<file path="config.mk">
export PLATFORM = sky130hd
export DESIGN_NAME = wb_write_buffer_flat
export DESIGN_NICKNAME = d
export VERILOG_FILES = /design/src/rtl/wb_write_buffer_if.sv /design/src/rtl/wb_write_buffer.sv /design/src/flat_wrapper.sv
export SDC_FILE = /design/constraint.sdc
export NUM_CORES = 1
export LEC_CHECK = 0
export ABC_CLOCK_PERIOD_IN_PS = 6400
export BUFFER_PORTS_ARGS = -buffer_cell sky130_fd_sc_hd__clkbuf_2
export CAP_MARGIN = 25
export CORE_ASPECT_RATIO = 1.2
export CORE_UTILIZATION = 37
export DETAILED_ROUTE_END_ITERATION = 8
export GPL_TIMING_DRIVEN = 1
export PLACE_DENSITY = 0.58
export SYNTH_ARGS = -nofsm -noshare
export SYNTH_HDL_FRONTEND = slang
export SYNTH_SLANG_ARGS = --single-unit
</file>
<file path="constraint.sdc">
create_clock -name clk -period 6.4 [get_ports clk]
set_input_delay 0.64 -clock clk [delete_from_list [all_inputs] [get_ports clk]]
set_output_delay 0.64 -clock clk [all_outputs]
set_load 0.02 [all_outputs]
</file>
<file path="src/rtl/wb_write_buffer_if.sv">
// Bus bundle for the register-file write buffer: producer handshake,
// register-file drain port and forwarding lookups.
interface wb_write_buffer_if #(
  parameter int DEPTH = 4,
  parameter int AW    = 2
);
  logic          in_valid;
  logic          in_ready;
  logic [4:0]    in_wa;
  logic [31:0]   in_wd;
  logic          drain_en;
  logic          rf_we;
  logic [4:0]    rf_wa;
  logic [31:0]   rf_wd;
  logic [4:0]    ra1;
  logic [4:0]    ra2;
  logic          fwd1_hit;
  logic [31:0]   fwd1_data;
  logic          fwd2_hit;
  logic [31:0]   fwd2_data;
  logic [AW:0]   count;

  modport slave (
    input  in_valid, in_wa, in_wd, drain_en, ra1, ra2,
    output in_ready, rf_we, rf_wa, rf_wd,
    output fwd1_hit, fwd1_data, fwd2_hit, fwd2_data, count
  );

  modport master (
    output in_valid, in_wa, in_wd, drain_en, ra1, ra2,
    input  in_ready, rf_we, rf_wa, rf_wd,
    input  fwd1_hit, fwd1_data, fwd2_hit, fwd2_data, count
  );
endinterface

</file>
<file path="src/rtl/wb_write_buffer.sv">
// Register writeback FIFO: queues writes, drains one per cycle into the
// register file write port, and forwards queued values to readers.
module wb_write_buffer #(
  parameter int DEPTH = 4,
  parameter int AW    = 2
) (
  input  logic              clk,
  input  logic              rst,
  wb_write_buffer_if.slave  bus
);

  localparam logic [AW:0] LP_FULL = (AW+1)'(DEPTH);
  localparam logic [AW:0] LP_ZERO = (AW+1)'(0);

  logic [4:0]       r_wa [DEPTH];
  logic [31:0]      r_wd [DEPTH];
  logic [DEPTH-1:0] r_vld;
  logic [AW-1:0]    r_wr_ptr;
  logic [AW-1:0]    r_rd_ptr;
  logic [AW:0]      r_count;

  logic             w_full;
  logic             w_empty;
  logic             w_store;
  logic             w_pop;
  logic [DEPTH-1:0] w_set;
  logic [DEPTH-1:0] w_clr;
  logic [32:0]      w_fwd1;
  logic [32:0]      w_fwd2;

  // Oldest-to-newest scan so the newest matching entry overwrites earlier hits.
  function automatic logic [32:0] fwd_lookup(
    input logic [4:0]       ra,
    input logic [AW-1:0]    rd_ptr,
    input logic [DEPTH-1:0] vld,
    input logic [4:0]       wa [DEPTH],
    input logic [31:0]      wd [DEPTH]
  );
    logic [32:0]   res;
    logic [AW-1:0] idx;
    res = 33'd0;
    for (int i = 0; i < DEPTH; i++) begin
      idx = rd_ptr + AW'(i);
      res = (vld[idx] && (wa[idx] == ra) && (ra != 5'd0)) ? {1'b1, wd[idx]} : res;
    end
    return res;
  endfunction

  assign w_full  = (r_count == LP_FULL);
  assign w_empty = (r_count == LP_ZERO);
  // Register 0 writes complete the handshake but are never stored.
  assign w_store = bus.in_valid & ~w_full & (bus.in_wa != 5'd0);
  assign w_pop   = bus.drain_en & ~w_empty;

  assign bus.in_ready  = ~w_full;
  assign bus.rf_we     = w_pop;
  assign bus.rf_wa     = w_empty ? 5'd0  : r_wa[r_rd_ptr];
  assign bus.rf_wd     = w_empty ? 32'd0 : r_wd[r_rd_ptr];
  assign bus.count     = r_count;

  // Forwarding lookups for both read ports.
  always_comb begin
    w_fwd1 = fwd_lookup(bus.ra1, r_rd_ptr, r_vld, r_wa, r_wd);
    w_fwd2 = fwd_lookup(bus.ra2, r_rd_ptr, r_vld, r_wa, r_wd);
  end

  assign bus.fwd1_hit  = w_fwd1[32];
  assign bus.fwd1_data = w_fwd1[31:0];
  assign bus.fwd2_hit  = w_fwd2[32];
  assign bus.fwd2_data = w_fwd2[31:0];

  // One-hot valid-bit set/clear masks for the stored push and the pop.
  always_comb begin
    w_set = {DEPTH{1'b0}};
    w_clr = {DEPTH{1'b0}};
    if (w_store) begin
      w_set[r_wr_ptr] = 1'b1;
    end else begin
      w_set = {DEPTH{1'b0}};
    end
    if (w_pop) begin
      w_clr[r_rd_ptr] = 1'b1;
    end else begin
      w_clr = {DEPTH{1'b0}};
    end
  end

  // Queue storage, pointers and occupancy.
  always_ff @(posedge clk or negedge rst) begin
    if (!rst) begin
      r_wr_ptr <= {AW{1'b0}};
      r_rd_ptr <= {AW{1'b0}};
      r_count  <= LP_ZERO;
      r_vld    <= {DEPTH{1'b0}};
      for (int i = 0; i < DEPTH; i++) begin
        r_wa[i] <= 5'd0;
        r_wd[i] <= 32'd0;
      end
    end else begin
      if (w_store) begin
        r_wa[r_wr_ptr] <= bus.in_wa;
        r_wd[r_wr_ptr] <= bus.in_wd;
        r_wr_ptr       <= r_wr_ptr + AW'(1);
      end
      if (w_pop) begin
        r_rd_ptr <= r_rd_ptr + AW'(1);
      end
      r_vld <= (r_vld & ~w_clr) | w_set;
      case ({w_store, w_pop})
        2'b10:   r_count <= r_count + (AW+1)'(1);
        2'b01:   r_count <= r_count - (AW+1)'(1);
        default: r_count <= r_count;
      endcase
    end
  end

endmodule

</file>
<file path="src/flat_wrapper.sv">
// flat-port wrapper written by rule: the top's interface ports become plain ports
module wb_write_buffer_flat 
#(
  parameter int DEPTH = 4,
  parameter int AW    = 2
)
  (clk, rst, bus_in_valid, bus_in_wa, bus_in_wd, bus_drain_en, bus_ra1, bus_ra2, bus_in_ready, bus_rf_we, bus_rf_wa, bus_rf_wd, bus_fwd1_hit, bus_fwd1_data, bus_fwd2_hit, bus_fwd2_data, bus_count);
  wb_write_buffer_if #(.DEPTH(DEPTH), .AW(AW)) bus_i ();
  input  logic clk;
  input  logic rst;
  input wire logic [$bits(bus_i.in_valid)-1:0] bus_in_valid;
  input wire logic [$bits(bus_i.in_wa)-1:0] bus_in_wa;
  input wire logic [$bits(bus_i.in_wd)-1:0] bus_in_wd;
  input wire logic [$bits(bus_i.drain_en)-1:0] bus_drain_en;
  input wire logic [$bits(bus_i.ra1)-1:0] bus_ra1;
  input wire logic [$bits(bus_i.ra2)-1:0] bus_ra2;
  output wire logic [$bits(bus_i.in_ready)-1:0] bus_in_ready;
  output wire logic [$bits(bus_i.rf_we)-1:0] bus_rf_we;
  output wire logic [$bits(bus_i.rf_wa)-1:0] bus_rf_wa;
  output wire logic [$bits(bus_i.rf_wd)-1:0] bus_rf_wd;
  output wire logic [$bits(bus_i.fwd1_hit)-1:0] bus_fwd1_hit;
  output wire logic [$bits(bus_i.fwd1_data)-1:0] bus_fwd1_data;
  output wire logic [$bits(bus_i.fwd2_hit)-1:0] bus_fwd2_hit;
  output wire logic [$bits(bus_i.fwd2_data)-1:0] bus_fwd2_data;
  output wire logic [$bits(bus_i.count)-1:0] bus_count;
  assign bus_i.in_valid = bus_in_valid;
  assign bus_i.in_wa = bus_in_wa;
  assign bus_i.in_wd = bus_in_wd;
  assign bus_i.drain_en = bus_drain_en;
  assign bus_i.ra1 = bus_ra1;
  assign bus_i.ra2 = bus_ra2;
  assign bus_in_ready = bus_i.in_ready;
  assign bus_rf_we = bus_i.rf_we;
  assign bus_rf_wa = bus_i.rf_wa;
  assign bus_rf_wd = bus_i.rf_wd;
  assign bus_fwd1_hit = bus_i.fwd1_hit;
  assign bus_fwd1_data = bus_i.fwd1_data;
  assign bus_fwd2_hit = bus_i.fwd2_hit;
  assign bus_fwd2_data = bus_i.fwd2_data;
  assign bus_count = bus_i.count;
  wb_write_buffer #(.DEPTH(DEPTH), .AW(AW)) u_core (.clk(clk), .rst(rst), .bus(bus_i));
endmodule
</file>
* After elaboration in Yosys (flattened, before gate mapping) *
Index checks and enable logic that the tools add are counted.

operators by class
  add/sub/neg operators = 6
  $lt $le $gt $ge = 13
  equal/unequal tests = 11
  mux-type cells = 55
  bitwise logic cells = 13
  reductions and logical operators = 24

operators by type and width
  operator                                                                       count
  32-bit 2-to-1 mux                                                              10
  33-bit 2-to-1 mux                                                              8
  32-bit binary-select mux with 2-bit select                                     4
  128-bit bitwise mux                                                            1
  32-bit demux with 2-bit select                                                 1
  5-bit 2-to-1 mux                                                               10
  5-bit binary-select mux with 2-bit select                                      4
  5-bit == test                                                                  8
  20-bit bitwise mux                                                             1
  1-bit logical AND                                                              19
  3-bit >= comparator (second input constant)                                    5
  2-bit by 3-bit less-than comparator with 1-bit output (second input constant)  5
  2-bit inverter with 3-bit output                                               5
  5-bit nonzero test                                                             3
  5-bit demux with 2-bit select                                                  1
  1-bit binary-select mux with 2-bit select                                      4
  4-bit 2-to-1 mux                                                               2
  1-bit 2-to-1 mux                                                               6
  3-bit one-hot mux with 2 select lines                                          1
  2-bit by 1-bit adder with 2-bit output (second input constant)                 2
  2-bit adder (second input constant)                                            2
  4-bit bitwise AND                                                              1
  1-bit demux with 2-bit select                                                  2
  2-bit by 1-bit >= comparator with 1-bit output (second input constant)         2
  other kinds (12)                                                               15

storage, ports and cells
  bits in registers = 159
  input port bits = 51
  output and inout bits = 108
  logic and storage cells = 134

* Depth between registers and ports, before layout *
Gate-level depths: netlist of run 1.

  depth after elaboration = 11
  gate-level depth with buffers = 16
  mapped depth without buffers = 11

* Worst setup path after synthesis of run 1 *
OpenSTA, ideal clock, no wires.

  kind = register to output
  start = register u_core.r_rd_ptr[1]
  end = output port bus_fwd2_data[0]
  arrival = 3837 ps
  data required time = 5760 ps
  slack = 1923 ps
  cell stages (with the launch flop) = 17
  path buffers = 8
  path through = dfrtp_1 -> clkbuf_1 -> buf_2 -> buf_2 -> buf_2 -> inv_1 -> ha_1 -> buf_6 -> buf_6 -> mux4_2 -> xnor2_1 -> nand3_1 -> nor2_1 -> buf_4 -> buf_4 -> nand3b_1 -> a221oi_1

on the way
  cells in the longest elaborated chain, start to end = 11
  elaborated cells on any way between the ends = 55

ends and longest elaborated chain
  element                                                                                                                     RTL line                                      RTL
  from (decl)                                                                                                                 wb_write_buffer.sv:19                         logic [AW-1:0] r_rd_ptr;
  from (signal assigned)                                                                                                      wb_write_buffer.sv:92                         r_rd_ptr <= {AW{1'b0}};
  from (signal assigned)                                                                                                      wb_write_buffer.sv:106                        r_rd_ptr <= r_rd_ptr + AW'(1);
  2-bit by 1-bit adder with 2-bit output / 2-bit inverter with 3-bit output (equally long branches)                           wb_write_buffer.sv:43, wb_write_buffer.sv:44
  2-bit inverter with 3-bit output (not written as such) / 5-bit binary-select mux with 2-bit select (equally long branches)  wb_write_buffer.sv:44                         res = (vld[idx] && (wa[idx] == ra) && (ra != 5'd0)) ? {1'b1, wd[idx]} : res;
  5-bit binary-select mux with 2-bit select / 5-bit 2-to-1 mux (equally long branches)                                        wb_write_buffer.sv:44
  5-bit 2-to-1 mux (not written as such)                                                                                      wb_write_buffer.sv:44
  5-bit 2-to-1 mux (not written as such) / 5-bit == test (equally long branches)                                              wb_write_buffer.sv:44
  5-bit == test / 1-bit logical AND (equally long branches)                                                                   wb_write_buffer.sv:44
  1-bit logical AND                                                                                                           wb_write_buffer.sv:44
  1-bit logical AND / 33-bit 2-to-1 mux (equally long branches)                                                               wb_write_buffer.sv:44
  33-bit 2-to-1 mux (2 in a row)                                                                                              wb_write_buffer.sv:44
  33-bit 2-to-1 mux *                                                                                                         wb_write_buffer.sv:44
  to (decl)                                                                                                                   flat_wrapper.sv:24                            output wire logic [$bits(bus_i.fwd2_data)-1:0] bus_fwd2_data;

Every way passes the cells marked *; elsewhere a longest branch is shown, timed or not. The select of a mux whose other input is x is not followed.

* Worst setup path after layout of run 1 *
  start = register u_core.r_rd_ptr[1]
  end = output port bus_fwd1_data[8]

on the way
  cells in the longest elaborated chain, start to end = 11
  elaborated cells on any way between the ends = 55

ends and longest elaborated chain
  element                                                                                                                     RTL line                                      RTL
  2-bit by 1-bit adder with 2-bit output / 2-bit inverter with 3-bit output (equally long branches)                           wb_write_buffer.sv:43, wb_write_buffer.sv:44
  2-bit inverter with 3-bit output (not written as such) / 5-bit binary-select mux with 2-bit select (equally long branches)  wb_write_buffer.sv:44
  5-bit binary-select mux with 2-bit select / 5-bit 2-to-1 mux (equally long branches)                                        wb_write_buffer.sv:44
  5-bit 2-to-1 mux (not written as such)                                                                                      wb_write_buffer.sv:44
  5-bit 2-to-1 mux (not written as such) / 5-bit == test (equally long branches)                                              wb_write_buffer.sv:44
  5-bit == test / 1-bit logical AND (equally long branches)                                                                   wb_write_buffer.sv:44
  1-bit logical AND                                                                                                           wb_write_buffer.sv:44
  1-bit logical AND / 33-bit 2-to-1 mux (equally long branches)                                                               wb_write_buffer.sv:44
  33-bit 2-to-1 mux (2 in a row)                                                                                              wb_write_buffer.sv:44
  33-bit 2-to-1 mux *                                                                                                         wb_write_buffer.sv:44
  to (decl)                                                                                                                   flat_wrapper.sv:22                            output wire logic [$bits(bus_i.fwd1_data)-1:0] bus_fwd1_data;

Marked as above.

==> results of run 1 <==
[state kept, by name, summed over array words and instances, names as in the netlist]
name and count:
u_core.r_wd 128, u_core.r_wa 20, u_core.r_vld 4, u_core.bus.count 3, u_core.r_rd_ptr 2, u_core.r_wr_ptr 2
[metal layers]
layer  global-route usage [%]  vias to the layer above  part of all wire (%)
met5                        0                        -                  0.12
met4                     11.4                        6                   3.5
met3                     4.52                       80                   6.7
met2                     37.0                      407                    49
met1                     29.9                     5243                    41
li1                         -                     4271                     -
[cells by family after synthesis]
logic type	synth area share, %
buffers and inverters	4.72
adders and majority gates	1.03
AOI/OAI and AO/OA	8.94
xor gates and xnor gates	3.12
DFF	31.0
and+or+nand+nor	9.31
muxes	41.9
[per-stage QoR]
step           utilization, %  area (um^2)  hold WS (ns)  setup slack [ns]  cells
2_1_floorplan               -        12900         0.344              1.92   1055
3_3_place_gp             40.6        13900         0.512              1.36   1586
3_5_place_dp             40.6        13900         0.520              1.18   1587
4_1_cts                  42.5        14500         0.148             0.677   1618
5_1_grt                  42.6        14600         0.165             0.792   1620
6_report                 42.6        14600         0.134              1.00   1620
[cell usage in the layout, fill, tap and decap left out, types with 3 or more instances in the layout]
cell type / n
mux4_2: 119
bufinv_16: 4
clkinvlp_4: 5
nand4_1: 6
nand2_2: 6
a221oi_2: 25
inv_1: 9
and2_1: 38
mux2_2: 177
clkbuf_16: 17
ha_1: 8
dfrtp_1: 157
nand3b_1: 14
a221oi_1: 7
buf_4: 21
or2_1: 3
nand2_1: 79
xnor2_1: 38
o21ai_0: 31
nor3_1: 4
clkbuf_2: 157
mux2i_1: 61
xor2_1: 6
nand3_1: 29
o221ai_1: 28
mux4_1: 4
nor2_1: 39
nor2_4: 5
a211oi_1: 32
[final cells by class]
cell class	count	share of cell area (%)
flip-flops and latches	159	27.4
clock buffers	19	3.11
clock inverters	12	1.26
multi-input cells	782	57.0
inverters	10	0.258
well taps	456	3.92
repair buffers	182	7.04
[critical path, stage by stage, from the launching register on]
cell	delay [ns]
dfrtp_4	0.76
inv_1	0.19
ha_4	0.43
mux4_2	0.56
xnor2_1	0.23
nand4_2	0.21
nor2_8	0.57
o211ai_2	0.57
o22ai_1	0.53
clkbuf_2	0.24
[how the worst min path moves through the flow]
stage,to,slack [ns]
5_1_grt,u_core.r_wd[68],0.16
6_report,u_core.r_wd[68],0.13
2_1_floorplan,u_core.bus.count[0],0.34
3_3_place_gp,u_core.bus.count[2],0.51
3_5_place_dp,u_core.bus.count[0],0.52
4_1_cts,u_core.r_wd[103],0.15
==> impl_results.md, run 1 <==
* Synthesis-to-finish area growth at 13.3%
* CTS buffer count at 17
* Crit path from: u_core.r_rd_ptr[1]
* ANT cells at 0
* Antenna Nets Post-Route at 0
* 1st-pass router iterations at 5
* Synth warn at 0
* Crit Path Category: flip-flop to primary output
* RR Startpoint: u_core.r_rd_ptr[0]
* RSZ-0062 raised after global routing: no
* CP required at 5.76 ns
* Mapped Nets at 1116
* First-pass GRT wire length at roughly 61000 um
* CP Launch Type: flip-flop
* Yosys reg bits at ~160
* Core ar. at between 30000 and 40000 um^2
* Post-synth EDFFs at 0
* H-tree depth at 4
* Routed len/inst at 24.5 um
* Nets at between 1k and 1.5k
* Crit path time final at about 5.4 ns
* Initial core utilization at between 30 and 40%
* CP Max Fanout at 36
* Routed WL at 39800 um
* Top cell type's share of synthesized area at 31.0%
* Unique masters post-synth at 49
* Hold-fix buffers, CTS at 0
* Register area at ~4000 um^2
* Initial DRC count at a little over 700
* CTS tree: built
* Filler cell count in the final layout at around 3.2k
* # resized after CTS at 0
* Die H at ~210 um
* RR Endpoint: u_core.r_vld[1]
* Worst-skew pair later-pin latency at 0.44 ns
* Final Cycle Share at a little over four fifths
* Initial antenna violation count at 3
* Gate count of the mapped netlist at 1055
* Final setup violating endpoints at 0
* Top post-synthesis cells by area: dfrtp_1 (31%), mux4_2 (21%), mux2_2 (16%)
* Gp weighted congestion at approximately 0.86
* DRC at 0
* Share of cells above drive strength 1 at between 40 and 50%
* Area of the multi-input gates at roughly 8300 um^2
* Status: completed
* Avg Inst Size Synth at between 10 and 15 um^2
* Post-CTS setup buffer count at 0
* R2R Setup Slk at ~3.5 ns
* Critical path destination: bus_fwd1_data[8]
* CP endpoint kind: primary output
* Worst Hold Class: input port to asynchronous set/reset pin
* Critical path arrival at 4.76 ns
* Die W at about 170 um
* Total track usage at a little under a quarter
* Grt ovf at 0
* I/O Pins at roughly 160
* PortBufs at about 160
* Synth top cells by count: mux2_2 (177), dfrtp_1 (159), mux4_2 (119)
* Setup Skew at roughly 0.0059 ns
* Cell taking the most area after synthesis: dfrtp_1
* Final Max Slew Viols at 0
* Worst-margin pin slew at roughly 1.1 ns
* Most instantiated library cell after synthesis: mux2_2
* Clk slew on worst S/H paths at around 0.06 ns
* Register area share after synthesis at between 30% and 40%
* Vias per inst at about 6.2
* Number of global-route vias before repair at ~9.9k
* R2R depth at 6
* Ys async rst share at 100%
* Largest net degree at the start of global routing at 74
* Rel. slew slack at 28.5%
* Fin. Hold Viols at 0
* DP HPWL at around 25000 um
* Clock sinks at 159
* Synth Flop Type: dfrtp_1
* Die ar. at roughly 35000 um^2
* Synthesized area at between 10000 and 15000 um^2
* Bufs on Longest Clock Path at 2
* Clk root buf: clkbuf_16
* Max cap viols at 0
* Total number of vias at 10.0k
* Fmax at approximately 190 MHz
* Total Neg Setup Slack at 0 ns
* Row Count at 74
Power of run 1 is not shown: default switching activity piles up to over one toggle a cycle in this logic, so the estimate is an artifact.
==> run 2: changes to the inputs <==
Settings changed: ABC_CLOCK_PERIOD_IN_PS 6400 to 5500.
Clock period 6.4 ns to 5.5 ns, I/O delays scaled along.
==> run 2 against run 1 <==
Effect of this change: die area did not move; setup slack got worse by 0.30 ns; final area fell by 0.39%; register-to-register slack got worse by 0.75 ns; routed wire length fell by 1.2%; global-route usage fell by 0.32 points; clock skew rose by 0.0020 ns; worst hold slack improved by 0.015 ns; sequential share of layout area rose by 0.11 points; non-clock buffer count rose by 4; final cell count rose by 0.31%; critical endpoint is now bus_fwd1_data[22].
==> impl_results.md, run 2 (synthesized netlist as in run 1, its figures left out) <==
* Grt ovf at 0
* Antenna Nets Post-Route at 0
* Die W at about 170 um
* R2R depth at 7
* Core ar. at approximately 34000 um^2
* CP endpoint kind: primary output
* Final setup violating endpoints at 0
* Synthesis-to-finish area growth at 12.8%
* CP Launch Type: flip-flop
* Commonest non-fill, non-tap cells in the layout: mux2_2 (177), clkbuf_2 (157), dfrtp_1 (157)
* 1st-pass router iterations at 5
* Gp weighted congestion at 0.844
* PortBufs at about 160
* H-tree depth at 4
* Biggest regs: u_core.r_wd: 128 flops, u_core.r_wa: 20 flops, u_core.r_vld: 4 flops
* Critical path arrival at 4.24 ns
* Routed len/inst at between 20 and 25 um
* Status: completed
* Bufs on Longest Clock Path at 2
* Crit path time final at ~4.8 ns
* ANT cells at 0
* Critical path destination: bus_fwd1_data[22]
* Clk root buf: clkbuf_16
* # resized after CTS at 0
* Vias per inst at roughly 6.1
* Met3 Use GR at between 4 and 5%
* R2R Setup Slk at 2.76 ns
* DP HPWL at 26500 um
* RSZ-0062 raised after global routing: no
* DRC at 0
* Placed Instances at roughly 1.6k
* RR Endpoint: u_core.r_wd[115]
* Final Cycle Share at 87.2%
* Worst-skew pair later-pin latency at approximately 0.44 ns
* Clock sinks at between 150 and 200
* CP required at about 5 ns
* Commonest non-fill, non-tap cell in the layout: mux2_2
* Die ar. at between 30000 and 40000 um^2
* First-pass GRT wire length at approximately 60000 um
* Total number of vias at approximately 9.9k
* Crit path from: u_core.r_rd_ptr[0]
* Die H at between 200 and 250 um
* Final std cells w/o fill at ~1.6k
* Hold-fix buffers, CTS at 0
* Row Count at 74
* Clk slew on worst S/H paths at ~0.070 ns
* Met2 Usage GRT at 37.0%
* Max FFs per register at 128
* Worst Hold Class: input port to asynchronous set/reset pin
* Crit Path Category: flip-flop to primary output
* Register with the most flip-flops: u_core.r_wd
* I/O Pins at ~160
* Initial core utilization at 37.6%
* Largest net degree at the start of global routing at slightly below 80
* Pre-CTS setup slack at about 1.1 ns
* CTS tree: built
* Total Neg Setup Slack at 0 ns
* Worst-margin pin slew at roughly 0.97 ns
* Final Max Slew Viols at 0
* Max cap viols at 0
* Hold Slack at roughly 0.15 ns
* Post-CTS setup buffer count at 0
* Setup Skew at a little under 0.008 ns
* Nets at ~1.2k
* CTS buffer count at 17
* Fin worst setup slack at between 0.7 and 0.8 ns
* M1 GR Usage at between 20% and 30%
* Gr busiest metal: met2
* Initial DRC count at approximately 750
* Total track usage at a little under a quarter
* CP Max Fanout at 39
* Routed WL at approximately 40000 um
* Initial antenna violation count at 2
* Fmax at between 200 and 250 MHz
* Share of cells above drive strength 1 at between 40% and 50%
* RR Startpoint: u_core.bus.count[0]
* Rel. slew slack at 35.1%
* Fin. Hold Viols at 0
* Number of global-route vias before repair at 9920
run 2: cell types whose count changed in the layout (fill, tap and decap cells not counted):
| cell | change |
|---|---|
| buf_16 | -1 |
| buf_4 | +5 |
| bufinv_16 | -3 |
| clkbuf_8 | -1 |
| clkinv_2 | +2 |
| clkinv_4 | +2 |
| clkinvlp_4 | -1 |
| inv_6 | +2 |
run 2: per-layer routing:
metal | up-vias | wire length, um
li1 | 4310 | -
met1 | 5128 | 16000
met2 | 385 | 19200
met3 | 86 | 2550
met4 | 4 | 1520
met5 | - | 26
run 2: how the worst min path moves through the flow:
stage | from | to | cells past startpoint | slack [ns]
after floorplan | rst | u_core.bus.count[0] | 0 | 0.25
after global placement | u_core.bus.count[2] | u_core.bus.count[2] | 1 | 0.50
after detailed placement | u_core.bus.count[2] | u_core.bus.count[2] | 1 | 0.50
after CTS | rst | u_core.r_wd[66] | 1 | 0.16
after global routing | rst | u_core.r_wd[39] | 1 | 0.19
final | rst | u_core.r_wd[34] | 1 | 0.15
run 2: area by class of cell:
class,instances,area (um^2)
Clock buffer,18,439
Clock inverter,14,131
Fill cell,3213,19700
Inverter,10,37.5
Multi-Input combinational cell,782,8310
Sequential cell,159,3990
Tap cell,456,571
Timing Repair Buffer,186,1030
run 2: worst max-delay path, cell delays in order, from the launching register on:
cell and delay (ns):
dfrtp_4 0.42, buf_4 0.51, mux4_2 0.62, xor2_1 0.18
nor4_4 0.34, and2_4 0.46, nand2_1 0.54, o221ai_1 0.47
clkbuf_2 0.24
run 2: through the flow:
stage | area [um^2] | utilization, %
final | 14500 | 42.5
after global routing | 14500 | 42.5
after CTS | 14500 | 42.4
after detailed placement | 13900 | 40.7
after global placement | 13900 | 40.7
after floorplan | 12900 | -
Power of run 2 is left out for the same reason.
==> run 3: changes to the inputs <==
Settings changed: CORE_UTILIZATION 37 to 30, PLACE_DENSITY 0.58 to 0.5.
==> run 3 against run 2 <==
Effect of this change: first-iteration DRC count fell by 14%; via count fell by 1.1%; register-to-register slack got worse by 0.03 ns; largest cell class unchanged.
==> impl_results.md, run 3 (synthesized netlist as in run 1, its figures left out) <==
* Row Count at 82
* R2R depth at 8
* Clk slew on worst S/H paths at around 0.060 ns
* Fin worst setup slack at between 0.4 and 0.5 ns
* Bufs on Longest Clock Path at 2
* Final setup violating endpoints at 0
* First-pass GRT wire length at ~64000 um
* Largest net degree at the start of global routing at 81
* Worst Hold Class: input port to asynchronous set/reset pin
* Hold-fix buffers, CTS at 0
* Rel. slew slack at a little over a third
* H-tree depth at 4
* DRC at 0
* Die H at approximately 230 um
* Register with the most flip-flops: u_core.r_wd
* Pre-CTS setup slack at between 0.9 and 1 ns
* Vias per inst at about 5.7
* Worst-margin pin slew at approximately 0.97 ns
* Number of global-route vias before repair at about 9.9k
* Routed len/inst at roughly 25 um
* Wire length on met2 at roughly 21000 um
* CP endpoint kind: primary output
* Share of cells above drive strength 1 at 47.9%
* M1 wire length at roughly 18000 um
* Final Cycle Share at about nine tenths
* Fmax at ~200 MHz
* Clock sinks at 159
* Critical path arrival at 4.46 ns
* Total number of vias at between 9k and 10k
* Synthesis-to-finish area growth at 14.3%
* Total track usage at 19.5%
* I/O Pins at 159
* CTS buffer count at 17
* RSZ-0062 raised after global routing: no
* Nets at ~1.2k
* Total Neg Setup Slack at 0 ns
* RR Startpoint: u_core.bus.count[2]
* Crit path time final at around 5 ns
* Max cap viols at 0
* Initial antenna violation count at 5
* Die W at approximately 190 um
* Grt ovf at 0
* Metal3 WL at about 1800 um
* Gp weighted congestion at between 0.8 and 0.9
* Max FFs per register at around 130
* Final Max Slew Viols at 0
* RR Endpoint: u_core.bus.count[2]
* Core ar. at around 42000 um^2
* Antenna Nets Post-Route at 0
* CP Launch Type: flip-flop
* Crit Path Category: flip-flop to primary output
* Post-CTS setup buffer count at 0
* Top sig layer: met5
* Die ar. at 43700 um^2
* Initial core utilization at between 30 and 40%
* Biggest regs: u_core.r_wd: 128 flops, u_core.r_wa: 20 flops, u_core.r_vld: 4 flops
* CTS tree: built
* Clk root buf: clkbuf_16
* R2R Setup Slk at between 2 and 3 ns
* # resized after CTS at 0
* Commonest non-fill, non-tap cells in the layout: mux2_2 (177), clkbuf_2 (157), dfrtp_1 (157)
* Commonest non-fill, non-tap cell in the layout: mux2_2
* DP HPWL at 28300 um
* Routed WL at about 42000 um
* Status: completed
* Worst-skew pair later-pin latency at roughly 0.45 ns
* 1st-pass router iterations at 5
* Setup Skew at approximately 0.0062 ns
* CP required at between 4 and 5 ns
* PortBufs at around 160
* CP Max Fanout at 49
* Initial DRC count at about 640
* Fin. Hold Viols at 0
-- run 3: cell count changes in the layout (fill, tap and decap cells not counted), moves of 2 or more --
| cell | previous run | this run |
|---|---|---|
| bufinv_16 | 1 | 6 |
| inv_6 | 4 | 0 |
| buf_4 | 26 | 23 |
| clkinv_4 | 3 | 0 |
| clkbuf_1 | 0 | 3 |
| diode_2 | 0 | 2 |
-- run 3: how the worst max path moves through the flow --
stage	from	endpoint	slack (ns)	cells past startpoint
6_report	u_core.r_rd_ptr[0]	bus_fwd1_data[22]	0.49	8
2_1_floorplan	u_core.r_rd_ptr[1]	bus_fwd2_data[0]	1.11	16
3_5_place_dp	u_core.r_rd_ptr[0]	bus_fwd1_data[22]	0.99	8
3_3_place_gp	u_core.r_rd_ptr[0]	bus_fwd1_data[22]	1.05	8
5_1_grt	u_core.r_rd_ptr[0]	bus_fwd1_data[21]	0.27	8
4_1_cts	u_core.r_rd_ptr[0]	bus_fwd1_data[22]	0.50	8
-- run 3: per-stage QoR --
step	cells	util, %	hold WS, ns	area (um^2)
finish	1713	35.0	0.118	14700
global route	1713	35.0	0.187	14700
CTS	1710	34.9	0.161	14700
detailed placement	1678	33.3	0.511	14000
global placement	1678	33.3	0.499	14000
floorplan	1055	-	0.254	12900
-- run 3: area by class of cell --
| type | instances | area, um^2 |
|---|---|---|
| Fill cell | 4128 | 27300 |
| Multi-Input combinational cell | 782 | 8310 |
| Sequential cell | 159 | 3990 |
| Timing Repair Buffer | 182 | 997 |
| Tap cell | 546 | 683 |
| Clock buffer | 22 | 464 |
| Clock inverter | 10 | 208 |
| Inverter | 10 | 37.5 |
| Antenna cell | 2 | 5.00 |
-- run 3: critical path, stage by stage (launching register included) --
cell      delay (ns)
dfrtp_4         0.69
buf_4           0.72
mux4_2          0.62
nand3_1         0.16
or2_1           0.16
buf_4           0.35
nand2_1         0.53
o221ai_1        0.49
clkbuf_2        0.24
-- run 3: per-layer routing --
layer | track usage (%) | vias to the layer above
met4 | 7.98 | 6
met2 | 32.6 | 296
met3 | 3.21 | 64
met5 | 0 | -
li1 | - | 4281
met1 | 24.7 | 5161
Power of run 3 is left out for the same reason.
